`src/rtl/bellek_eris_pkg.sv`:
```
// Shared definitions for the memory-access stage: size codes, writeback select codes,
// FSM state encodings, the writeback bundle, and the misalignment helper.
package bellek_eris_pkg;

    localparam logic [1:0] BOYUT_BAYT   = 2'b00;
    localparam logic [1:0] BOYUT_YARIM  = 2'b01;
    localparam logic [1:0] BOYUT_KELIME = 2'b10;

    localparam logic [1:0] GERIYAZ_ALU    = 2'b00;
    localparam logic [1:0] GERIYAZ_BELLEK = 2'b01;
    localparam logic [1:0] GERIYAZ_PC4    = 2'b10;

    typedef enum logic [1:0] {
        BOSTA = 2'b00,
        ISTEK = 2'b01,
        BEKLE = 2'b10
    } durum_e;

    // Everything geri_yaz consumes apart from the load value.
    typedef struct packed {
        logic [4:0]  rd;
        logic [31:0] deger;
        logic        yaz;
        logic [1:0]  sec;
        logic [31:0] pc;
    } gy_t;

    function automatic logic hizasiz(input logic [1:0] boyut, input logic [1:0] lsb);
        case (boyut)
            BOYUT_BAYT:  hizasiz = 1'b0;
            BOYUT_YARIM: hizasiz = lsb[0];
            default:     hizasiz = (lsb != 2'b00);
        endcase
    endfunction

endpackage

```
`src/rtl/bib_hizalayici.sv`:
```
// Byte-lane steering: store strobes and data replication on the way out,
// lane extraction and sign/zero extension on the way back in.
module bib_hizalayici
    import bellek_eris_pkg::*;
(
    input  logic [1:0]  boyut_i,
    input  logic [1:0]  adres_lsb_i,
    input  logic        isaretsiz_i,
    input  logic [31:0] yaz_veri_i,
    input  logic [31:0] okunan_veri_i,
    output logic [3:0]  maske_o,
    output logic [31:0] yaz_veri_o,
    output logic [31:0] bib_deger_o
);

    logic [7:0]  bayt;
    logic [15:0] yarim;

    assign bayt  = okunan_veri_i[{adres_lsb_i, 3'b000} +: 8];
    assign yarim = adres_lsb_i[1] ? okunan_veri_i[31:16] : okunan_veri_i[15:0];

    always_comb begin
        maske_o     = 4'b1111;
        yaz_veri_o  = yaz_veri_i;
        bib_deger_o = okunan_veri_i;
        case (boyut_i)
            BOYUT_BAYT: begin
                maske_o     = 4'b0001 << adres_lsb_i;
                yaz_veri_o  = {4{yaz_veri_i[7:0]}};
                bib_deger_o = isaretsiz_i ? {24'b0, bayt} : {{24{bayt[7]}}, bayt};
            end
            BOYUT_YARIM: begin
                // addr[0] is ignored: a half always lands on lanes 0-1 or 2-3.
                maske_o     = adres_lsb_i[1] ? 4'b1100 : 4'b0011;
                yaz_veri_o  = {2{yaz_veri_i[15:0]}};
                bib_deger_o = isaretsiz_i ? {16'b0, yarim} : {{16{yarim[15]}}, yarim};
            end
            default: ;
        endcase
    end

endmodule

```
`src/rtl/bellek_eris.sv`:
```
// Memory-access pipeline stage: one request/response transaction per memory instruction,
// registered handoff to geri_yaz. BELLEK_HIZA_HATA_EN turns misaligned accesses into faults.
module bellek_eris
    import bellek_eris_pkg::*;
#(
    parameter int ADRES_BIT = 32,
    parameter int VERI_BIT  = 32
) (
    input  logic                 clk_i,
    input  logic                 rst_ni,
    input  logic                 gecerli_i,
    input  logic                 bib_oku_i,
    input  logic                 bib_yaz_i,
    input  logic [1:0]           bib_boyut_i,
    input  logic                 bib_isaretsiz_i,
    input  logic [ADRES_BIT-1:0] bib_adres_i,
    input  logic [VERI_BIT-1:0]  bib_yaz_veri_i,
    input  logic [4:0]           rd_adres_i,
    input  logic [31:0]          rd_deger_i,
    input  logic                 yaz_yazmac_i,
    input  logic [1:0]           sec_geri_yaz_i,
    input  logic [31:0]          program_sayaci_artmis_i,
    output logic                 durdur_o,
    output logic                 bellek_istek_o,
    input  logic                 bellek_hazir_i,
    output logic                 bellek_yaz_o,
    output logic [ADRES_BIT-1:0] bellek_adres_o,
    output logic [VERI_BIT-1:0]  bellek_veri_o,
    output logic [3:0]           bellek_maske_o,
    input  logic                 bellek_yanit_gecerli_i,
    input  logic [VERI_BIT-1:0]  bellek_yanit_veri_i,
`ifdef BELLEK_HIZA_HATA_EN
    output logic                 hiza_hatasi_o,
    output logic [ADRES_BIT-1:0] hata_adres_o,
`endif
    output logic                 gecerli_o,
    output logic [4:0]           rd_adres_o,
    output logic [31:0]          rd_deger_o,
    output logic                 yaz_yazmac_o,
    output logic [1:0]           sec_geri_yaz_o,
    output logic [31:0]          program_sayaci_artmis_o,
    output logic [31:0]          bib_deger_o
);

    durum_e               durum_q, durum_d;
    gy_t                  gy_q, gy_d, cikis_q, cikis_d, gy_gelen;
    logic [ADRES_BIT-1:0] adres_q, adres_d;
    logic [1:0]           boyut_q, boyut_d;
    logic                 isaretsiz_q, isaretsiz_d;
    logic                 yaz_q, yaz_d;
    logic [31:0]          yaz_veri_q, yaz_veri_d;
    logic                 gecerli_q, gecerli_d;
    logic [31:0]          bib_q, bib_d;
    logic [3:0]           maske;
    logic [31:0]          cogul_veri, yuk_deger;
`ifdef BELLEK_HIZA_HATA_EN
    logic                 hiza_q, hiza_d;
    logic [ADRES_BIT-1:0] hata_adres_q, hata_adres_d;
`endif

    assign gy_gelen = '{rd: rd_adres_i, deger: rd_deger_i, yaz: yaz_yazmac_i,
                        sec: sec_geri_yaz_i, pc: program_sayaci_artmis_i};

    bib_hizalayici u_hiza (
        .boyut_i       (boyut_q),
        .adres_lsb_i   (adres_q[1:0]),
        .isaretsiz_i   (isaretsiz_q),
        .yaz_veri_i    (yaz_veri_q),
        .okunan_veri_i (bellek_yanit_veri_i),
        .maske_o       (maske),
        .yaz_veri_o    (cogul_veri),
        .bib_deger_o   (yuk_deger)
    );

    always_comb begin
        durum_d     = durum_q;
        gy_d        = gy_q;
        adres_d     = adres_q;
        boyut_d     = boyut_q;
        isaretsiz_d = isaretsiz_q;
        yaz_d       = yaz_q;
        yaz_veri_d  = yaz_veri_q;
        cikis_d     = cikis_q;
        bib_d       = bib_q;
        gecerli_d   = 1'b0;
`ifdef BELLEK_HIZA_HATA_EN
        hiza_d       = 1'b0;
        hata_adres_d = '0;
`endif
        case (durum_q)
            BOSTA: if (gecerli_i) begin
                gy_d        = gy_gelen;
                adres_d     = bib_adres_i;
                boyut_d     = bib_boyut_i;
                isaretsiz_d = bib_isaretsiz_i;
                yaz_d       = bib_yaz_i;
                yaz_veri_d  = bib_yaz_veri_i;
                if (bib_oku_i || bib_yaz_i) begin
`ifdef BELLEK_HIZA_HATA_EN
                    if (hizasiz(bib_boyut_i, bib_adres_i[1:0])) begin
                        cikis_d      = gy_gelen;
                        cikis_d.yaz  = 1'b0;
                        bib_d        = '0;
                        gecerli_d    = 1'b1;
                        hiza_d       = 1'b1;
                        hata_adres_d = bib_adres_i;
                    end else begin
                        durum_d = ISTEK;
                    end
`else
                    durum_d = ISTEK;
`endif
                end else begin
                    cikis_d   = gy_gelen;
                    bib_d     = '0;
                    gecerli_d = 1'b1;
                end
            end
            ISTEK: if (bellek_hazir_i) begin
                if (yaz_q) begin
                    cikis_d     = gy_q;
                    cikis_d.yaz = 1'b0;
                    bib_d       = '0;
                    gecerli_d   = 1'b1;
                    durum_d     = BOSTA;
                end else begin
                    durum_d = BEKLE;
                end
            end
            BEKLE: if (bellek_yanit_gecerli_i) begin
                cikis_d   = gy_q;
                bib_d     = yuk_deger;
                gecerli_d = 1'b1;
                durum_d   = BOSTA;
            end
            default: durum_d = BOSTA;
        endcase
    end

    always_ff @(posedge clk_i or negedge rst_ni) begin
        if (!rst_ni) begin
            durum_q     <= BOSTA;
            gy_q        <= '0;
            adres_q     <= '0;
            boyut_q     <= '0;
            isaretsiz_q <= 1'b0;
            yaz_q       <= 1'b0;
            yaz_veri_q  <= '0;
            cikis_q     <= '0;
            bib_q       <= '0;
            gecerli_q   <= 1'b0;
`ifdef BELLEK_HIZA_HATA_EN
            hiza_q       <= 1'b0;
            hata_adres_q <= '0;
`endif
        end else begin
            durum_q     <= durum_d;
            gy_q        <= gy_d;
            adres_q     <= adres_d;
            boyut_q     <= boyut_d;
            isaretsiz_q <= isaretsiz_d;
            yaz_q       <= yaz_d;
            yaz_veri_q  <= yaz_veri_d;
            cikis_q     <= cikis_d;
            bib_q       <= bib_d;
            gecerli_q   <= gecerli_d;
`ifdef BELLEK_HIZA_HATA_EN
            hiza_q       <= hiza_d;
            hata_adres_q <= hata_adres_d;
`endif
        end
    end

    // Request fields are gated by the state so they read 0 whenever no request is pending.
    assign bellek_istek_o = (durum_q == ISTEK);
    assign durdur_o       = (durum_q != BOSTA);
    assign bellek_yaz_o   = bellek_istek_o & yaz_q;
    assign bellek_adres_o = bellek_istek_o ? {adres_q[ADRES_BIT-1:2], 2'b00} : '0;
    assign bellek_maske_o = bellek_istek_o ? maske : 4'b0000;
    assign bellek_veri_o  = bellek_istek_o ? cogul_veri : '0;

    assign gecerli_o               = gecerli_q;
    assign rd_adres_o              = cikis_q.rd;
    assign rd_deger_o              = cikis_q.deger;
    assign yaz_yazmac_o            = cikis_q.yaz;
    assign sec_geri_yaz_o          = cikis_q.sec;
    assign program_sayaci_artmis_o = cikis_q.pc;
    assign bib_deger_o             = bib_q;
`ifdef BELLEK_HIZA_HATA_EN
    assign hiza_hatasi_o = hiza_q;
    assign hata_adres_o  = hata_adres_q;
`endif

endmodule

```
`config.mk`:
```
export PLATFORM = sky130hd
export DESIGN_NAME = bellek_eris
export DESIGN_NICKNAME = d
export VERILOG_FILES = /design/src/rtl/bellek_eris_pkg.sv /design/src/rtl/bib_hizalayici.sv /design/src/rtl/bellek_eris.sv
export SDC_FILE = /design/constraint.sdc
export NUM_CORES = 1
export LEC_CHECK = 0
export BUFFER_PORTS_ARGS = -buffer_cell sky130_fd_sc_hd__buf_2
export CAP_MARGIN = 20
export CELL_PAD_IN_SITES_DETAIL_PLACEMENT = 1
export CELL_PAD_IN_SITES_GLOBAL_PLACEMENT = 1
export CORE_MARGIN = 2
export CORE_UTILIZATION = 40
export DETAILED_ROUTE_END_ITERATION = 10
export GPL_ROUTABILITY_DRIVEN = 0
export HOLD_SLACK_MARGIN = 0.12
export PLACE_DENSITY_LB_ADDON = 0.1
export RECOVER_POWER = 25
export SLEW_MARGIN = 20
export SYNTH_ARGS = -nofsm -noshare
export SYNTH_HDL_FRONTEND = slang
export SYNTH_SLANG_ARGS = --single-unit
```
`constraint.sdc`:
```
create_clock -name clk_i -period 2.7 [get_ports clk_i]
set_input_delay 0.135 -clock clk_i [delete_from_list [all_inputs] [get_ports clk_i]]
set_output_delay 0.135 -clock clk_i [all_outputs]
set_load 0.02 [all_outputs]
```
Yosys cells after proc, flatten, opt, wreduce, memory -nomap -nowiden
Index checks and enable logic that the tools add are counted.
{"block": "classes", "eq_ne": 9, "shifts": 2, "mux": 34, "bitwise": 1, "reduce_logical": 8}
{"op": "two-way mux 72 bit", "count": 5}
{"op": "two-way mux 32 bit", "count": 9}
{"op": "one-hot mux 72 bit (3 select lines)", "count": 1}
{"op": "one-hot mux 32 bit (2 select lines)", "count": 2}
{"op": "one-hot mux 32 bit (3 select lines)", "count": 1}
{"op": "indexed part select 32 x 6 -> 8 bit", "count": 1}
{"op": "two-way mux 16 bit", "count": 1}
{"op": "two-way mux 2 bit", "count": 5}
{"op": "two-way mux 4 bit", "count": 2}
{"op": "!= test 2 bit, second input constant", "count": 4}
{"op": "one-hot mux 4 bit (2 select lines)", "count": 1}
{"op": "one-hot mux 2 bit (3 select lines)", "count": 1}
{"op": "AND reduction 6 bit", "count": 1}
{"op": "two-way mux 1 bit", "count": 5}
{"op": "equality test 2 x 1 -> 1 bit, second input constant", "count": 2}
{"op": "zero test 2 bit", "count": 2}
{"op": "!= test 2 x 1 -> 1 bit, second input constant", "count": 2}
{"op": "AND reduction 4 bit", "count": 1}
{"op": "left shift 1 x 2 -> 4 bit, first input constant", "count": 1}
{"op": "one-hot mux 1 bit (3 select lines)", "count": 1}
{"op": "nonzero test 3 bit", "count": 1}
{"op": "equality test 2 bit, second input constant", "count": 1}
{"op": "AND reduction 2 bit", "count": 1}
{"op": "nonzero test 2 bit", "count": 1}
{"op": "2 further kinds", "count": 2}
{"block": "totals", "register_bits": 247, "output_inout_bits": 176, "elab_cells": 72}

Depth between registers and ports, before layout
{"block": "depth", "ltp_word": 5, "mapped_depth": 9, "depth_no_buf": 6}

Modules after synthesis
From an unflattened synthesis, not the netlist that was laid out.
{"block": "unflattened", "hier_cells": 1170, "area_unflattened_um2": 12157.9}
{"module": "bellek_eris", "n_inst": 1, "cells_each": 999, "area_each_um2": 10866.7, "seq_area_each_um2": 6180.9}
{"module": "bib_hizalayici", "n_inst": 1, "cells_each": 171, "area_each_um2": 1291.2, "seq_area_each_um2": 0.0}

Worst setup path before layout
No wires, ideal clock.
{"block": "synth_timing", "path_kind": "reg-to-reg", "start": "reg durum_q[1]", "end": "reg bib_q[14] (netlist: bib_deger_o[14])", "setup_time_ns": 0.128, "arrival_ns": 1.985, "setup_slack_ns": 0.588, "path_stages_with_launch": 10, "path_cell_list": "dfrtp_1 > inv_1 > ha_1 > nor2b_4 > or3_4 > or2_1 > buf_2 > buf_12 > buf_2 > o2bb2ai_1"}
{"block": "synth_via", "elab_chain_cells": 3, "word_cells_on_any_way": 11, "cone_classes": "7 x eq/ne; 1 x mux; 3 x reduce/logical"}
{"element": "start, declared", "line_no": "bellek_eris.sv:45", "rtl": "durum_e durum_q, durum_d;"}
{"element": "start signal, assigned", "line_no": "bellek_eris.sv:157", "rtl": "durum_q <= durum_d;"}
{"element": "equality test 2 x 1 -> 1 bit *"}
{"element": "named net bellek_istek_o", "line_no": "bellek_eris.sv:24", "rtl": "output logic bellek_istek_o,"}
{"element": "!= test 2 x 1 -> 1 bit (no source line) / nonzero test 3 bit (equally long branches)"}
{"element": "AND reduction 6 bit (no source line)"}
{"element": "end signal, assigned", "line_no": "bellek_eris.sv:165", "rtl": "bib_q <= bib_d;"}
{"element": "end, declared", "line_no": "bellek_eris.sv:53", "rtl": "logic [31:0] bib_q, bib_d;"}
The timed path passes the listed nets; every way through them passes the cells marked *.
A chain may end at the register's enable or synchronous reset.

Worst setup path in the final report
{"block": "layout_timing", "start": "reg durum_q[0]", "end": "reg bib_q[17] (netlist: bib_deger_o[17])"}
{"block": "layout_via", "elab_chain_cells": 3, "word_cells_on_any_way": 11, "cone_classes": "7 x eq/ne; 1 x mux; 3 x reduce/logical"}
{"element": "equality test 2 bit (tied with other cells)", "line_no": "bellek_eris.sv:90", "rtl": "case (durum_q)"}
{"element": "!= test 2 bit (no source line) (tied with other cells)"}
{"element": "AND reduction 6 bit (no source line)"}
Parallel ways exist; a longest one is shown, timed or not.

==> metrics.md <==
| Metric | Value |
|---|---|
| Unique cell type count in the Yosys netlist | 54 |
| PwrDens | roughly 1300 nW/um2 |
| Failing checks | capacitance limit, slew limit |
| Period Utilization, post-route | 0.934 |
| Startpoint types | register |
| Clock slew seen by the registers of the worst setup and hold paths | about 0.060 ns |
| Max stage delay on crit path | between 0.5 and 0.6 ns |
| Die Width | 175 um |
| CP required | around 3.1 ns |
| HPWL after detailed placement | between 20000 and 25000 um |
| Via-to-Cell Ratio | approximately 5.3 |
| Hold crit path type | input pin to register |
| Non-Filler Instances | about 1900 |
| IO Pins | roughly 350 |
| Gate Count Post-Synth | slightly above 1000 |
| Post-synthesis register bit count | 247 |
| Max cap viols | 1 |
| Die Ht | around 170 um |
| H-tree Lvls | 1 |
| VDD IR max | around 0.94 mV |
| Post-route ant nets | 0 |
| Placed Cells | about 1700 |
| Routed wire length | about 41000 um |
| Slew Limit Headroom | -0.489 |
| FP Rows | 62 |
| Drt initial violations | approximately 530 |
| Tightest Pin Transition | about 2.2 ns |
| Crit Path Max Fanout | 61 |
| First-pass detailed-route iteration total | 7 |
| DR WL/cell | approximately 21 um |
| IO Port Bufs | ~350 |
| Drt drc | 0 |
| Netlist Area Pre-Place | 11600 um2 |
| Post-CTS setup buffer count | 0 |
| Ys async rst share | 1.00 |
| Fin Setup TNS | 0 ns |
| Number of global-route vias before repair | about 11000 |
| Leak Pwr | approximately 0.0077 uW |
| Die area | between 30000 and 40000 um2 |
| Layout cell share with drive strength beyond 1 | 0.378 |
| EDFF count, synth | 0 |
| Crit Path Category | register to register |
| Clock skew | approximately 0.0093 ns |
| Fmax achieved | slightly below 0.4 GHz |
| Slew Viols, Final | 88 |
| Final hold vios | 0 |
| Clock Tree Buf Depth | 3 |
| Nets | about 1700 |
| Clk sinks | about 250 |
| Total number of vias | ~10000 |
| Max stage delay cell, worst path | buf_4 |
| First-pass GRT wire length | between 60000 and 70000 um |
| CTS tree | done |
| Grt ovf | 0 |
| Synth warn | 0 |
| Post-synthesis sequential area ratio | 0.531 |
| Layout area overhead | 42.0% |
| Largest net degree at the start of global routing | 99 |
| Root buffer cell | clkbuf_16 |
| Tot GR Track Use | 0.265 |
| CP endpoint kind | register |
| Tmin final | 2.52 ns |
| Clock latency on the worst-skew pair | around 0.55 ns |
| CTS Buf Count | 29 |
| Initial core utilization | 0.405 |
| Status | complete, but fails checks |
| Worst-path cell chain | inv_1 > ha_2 > inv_2 > o221ai_4 > buf_4 > a2111o_1 > o211ai_1 |
| Main synth FF type | dfrtp_1 |
| Critical Path AT | roughly 2.9 ns |
| Synth Area per Inst | 11.3 um2 |
| Filler Cell Count | about 3200 |
| Final setup violation count | 0 |
| Core ar. | ~29000 um2 |
| Initial antenna violation count | 4 |
## critical path: cells and delay by family, from the launching register on
family	cells	cell delay, ns
buffers and inverters	3	0.74
AOI/OAI and AO/OA	3	0.92
adders and majority gates	1	0.27
DFF	1	0.42
## placed cells by master, fill, tap and decap left out, types with 29 or more instances in the layout
master / n
buf_2: 351
dfrtp_1: 246
dlygate4sd3_1: 186
mux2_2: 148
o21ai_0: 130
nor2b_1: 82
a21oi_1: 75
and2_1: 41
o21ai_1: 37
clkbuf_16: 29
## synthesized netlist by cell type (3+ instances only)
cell type,number,share of area
a21boi_0,9,0.0058
a21oi_1,75,0.032
a221oi_1,7,0.0053
a222oi_1,7,0.0060
a22o_1,7,0.0053
and2_1,41,0.022
buf_1,5,0.0016
buf_2,6,0.0026
buf_6,6,0.0058
clkbuf_1,64,0.021
clkbuf_8,3,0.0035
dfrtp_1,247,0.53
ha_1,4,0.0043
inv_1,4,0.0013
mux2_2,148,0.14
mux2i_1,18,0.015
nand2_1,28,0.0090
nand2b_1,3,0.0016
nand3_1,17,0.0073
nor2_1,6,0.0019
nor2b_1,82,0.044
o211a_1,8,0.0069
o211ai_1,16,0.010
o21a_1,3,0.0019
o21ai_0,130,0.056
o21ai_1,37,0.016
o22a_1,3,0.0023
o2bb2ai_1,14,0.011
## area by class of cell
type	instances	area [um2]	area share
diodes	4	10.0	0.000606
clock buffers	43	858	0.0519
clock inverters	9	120	0.00727
inverters	7	26.3	0.00159
multi-input cells	687	4980	0.301
flip-flops and latches	247	6180	0.374
well taps	384	480	0.0291
repair buffers	564	3870	0.234
## per-stage QoR
| step | hold slack (ns) | setup WS [ns] | instance area [um2] | util | total power [uW] |
|---|---|---|---|---|---|
| floorplan | -0.161 | 0.588 | 11600 | - | 13300 |
| global placement | 0.221 | 0.319 | 13700 | 0.477 | 16200 |
| detailed placement | 0.220 | 0.201 | 13700 | 0.477 | 16500 |
| CTS | 0.251 | 0.140 | 16500 | 0.576 | 21000 |
| global route | 0.359 | -0.0269 | 16500 | 0.576 | 22400 |
| finish | 0.350 | 0.178 | 16500 | 0.576 | 21000 |
## final timing paths
check | from | endpoint | slack, ns | depth (start not counted)
min in group asynchronous | rst_ni | adres_q[2]$_DFFE_PN0P_ | 0.80 | 2
hold / removal | bib_yaz_veri_i[3] | yaz_veri_q[3]$_DFFE_PN0P_ | 0.35 | 3
setup reg to reg | durum_q[0]$_DFFE_PN0P_ | bib_deger_o[17]$_DFFE_PN0P_ | 0.18 | 7
hold reg to reg | adres_q[31]$_DFFE_PN0P_ | adres_q[31]$_DFFE_PN0P_ | 0.50 | 1
max in group asynchronous | rst_ni | program_sayaci_artmis_o[4]$_DFFE_PN0P_ | 0.51 | 3
setup / recovery | durum_q[0]$_DFFE_PN0P_ | bib_deger_o[17]$_DFFE_PN0P_ | 0.18 | 7
## metal layers
layer	global-route usage	up-vias	share of wire
met2	0.460	338	0.50
met3	0.0585	90	0.064
met4	0.0903	0	0.034
met5	0	-	0
li1	-	4682	-
met1	0.328	5163	0.40
## sequential cells by signal, indices dropped and copies added (netlist names), 2 cells and up
name,flops
adres_q,32
bib_deger_o,32
boyut_q,2
durum_q,2
gy_q,72
program_sayaci_artmis_o,32
rd_adres_o,5
rd_deger_o,32
sec_geri_yaz_o,2
yaz_veri_q,32
## cell families after synthesis
family | after synthesis | share of synthesized area
simple gates | 189 | 0.0940
flops | 247 | 0.531
buf+inv | 99 | 0.0438
compound gates | 325 | 0.166
fa+ha+maj | 4 | 0.00430
mux | 167 | 0.161
other cells | 1 | 0.000322
## timing repair
action,in CTS,in global routing
endpoints found under the hold margin,329,0
hold buffers,186,0
setup endpoints to repair,0,1
gates resized for setup,0,1
## where the power goes
| part | switching, uW | internal [uW] | total (uW) |
|---|---|---|---|
| logic | 6340 | 4060 | 10400 |
| registers | 1100 | 5470 | 6570 |
| clock network | 1590 | 2460 | 4050 |
No activity file was read; power rests on OpenSTA's default activity.
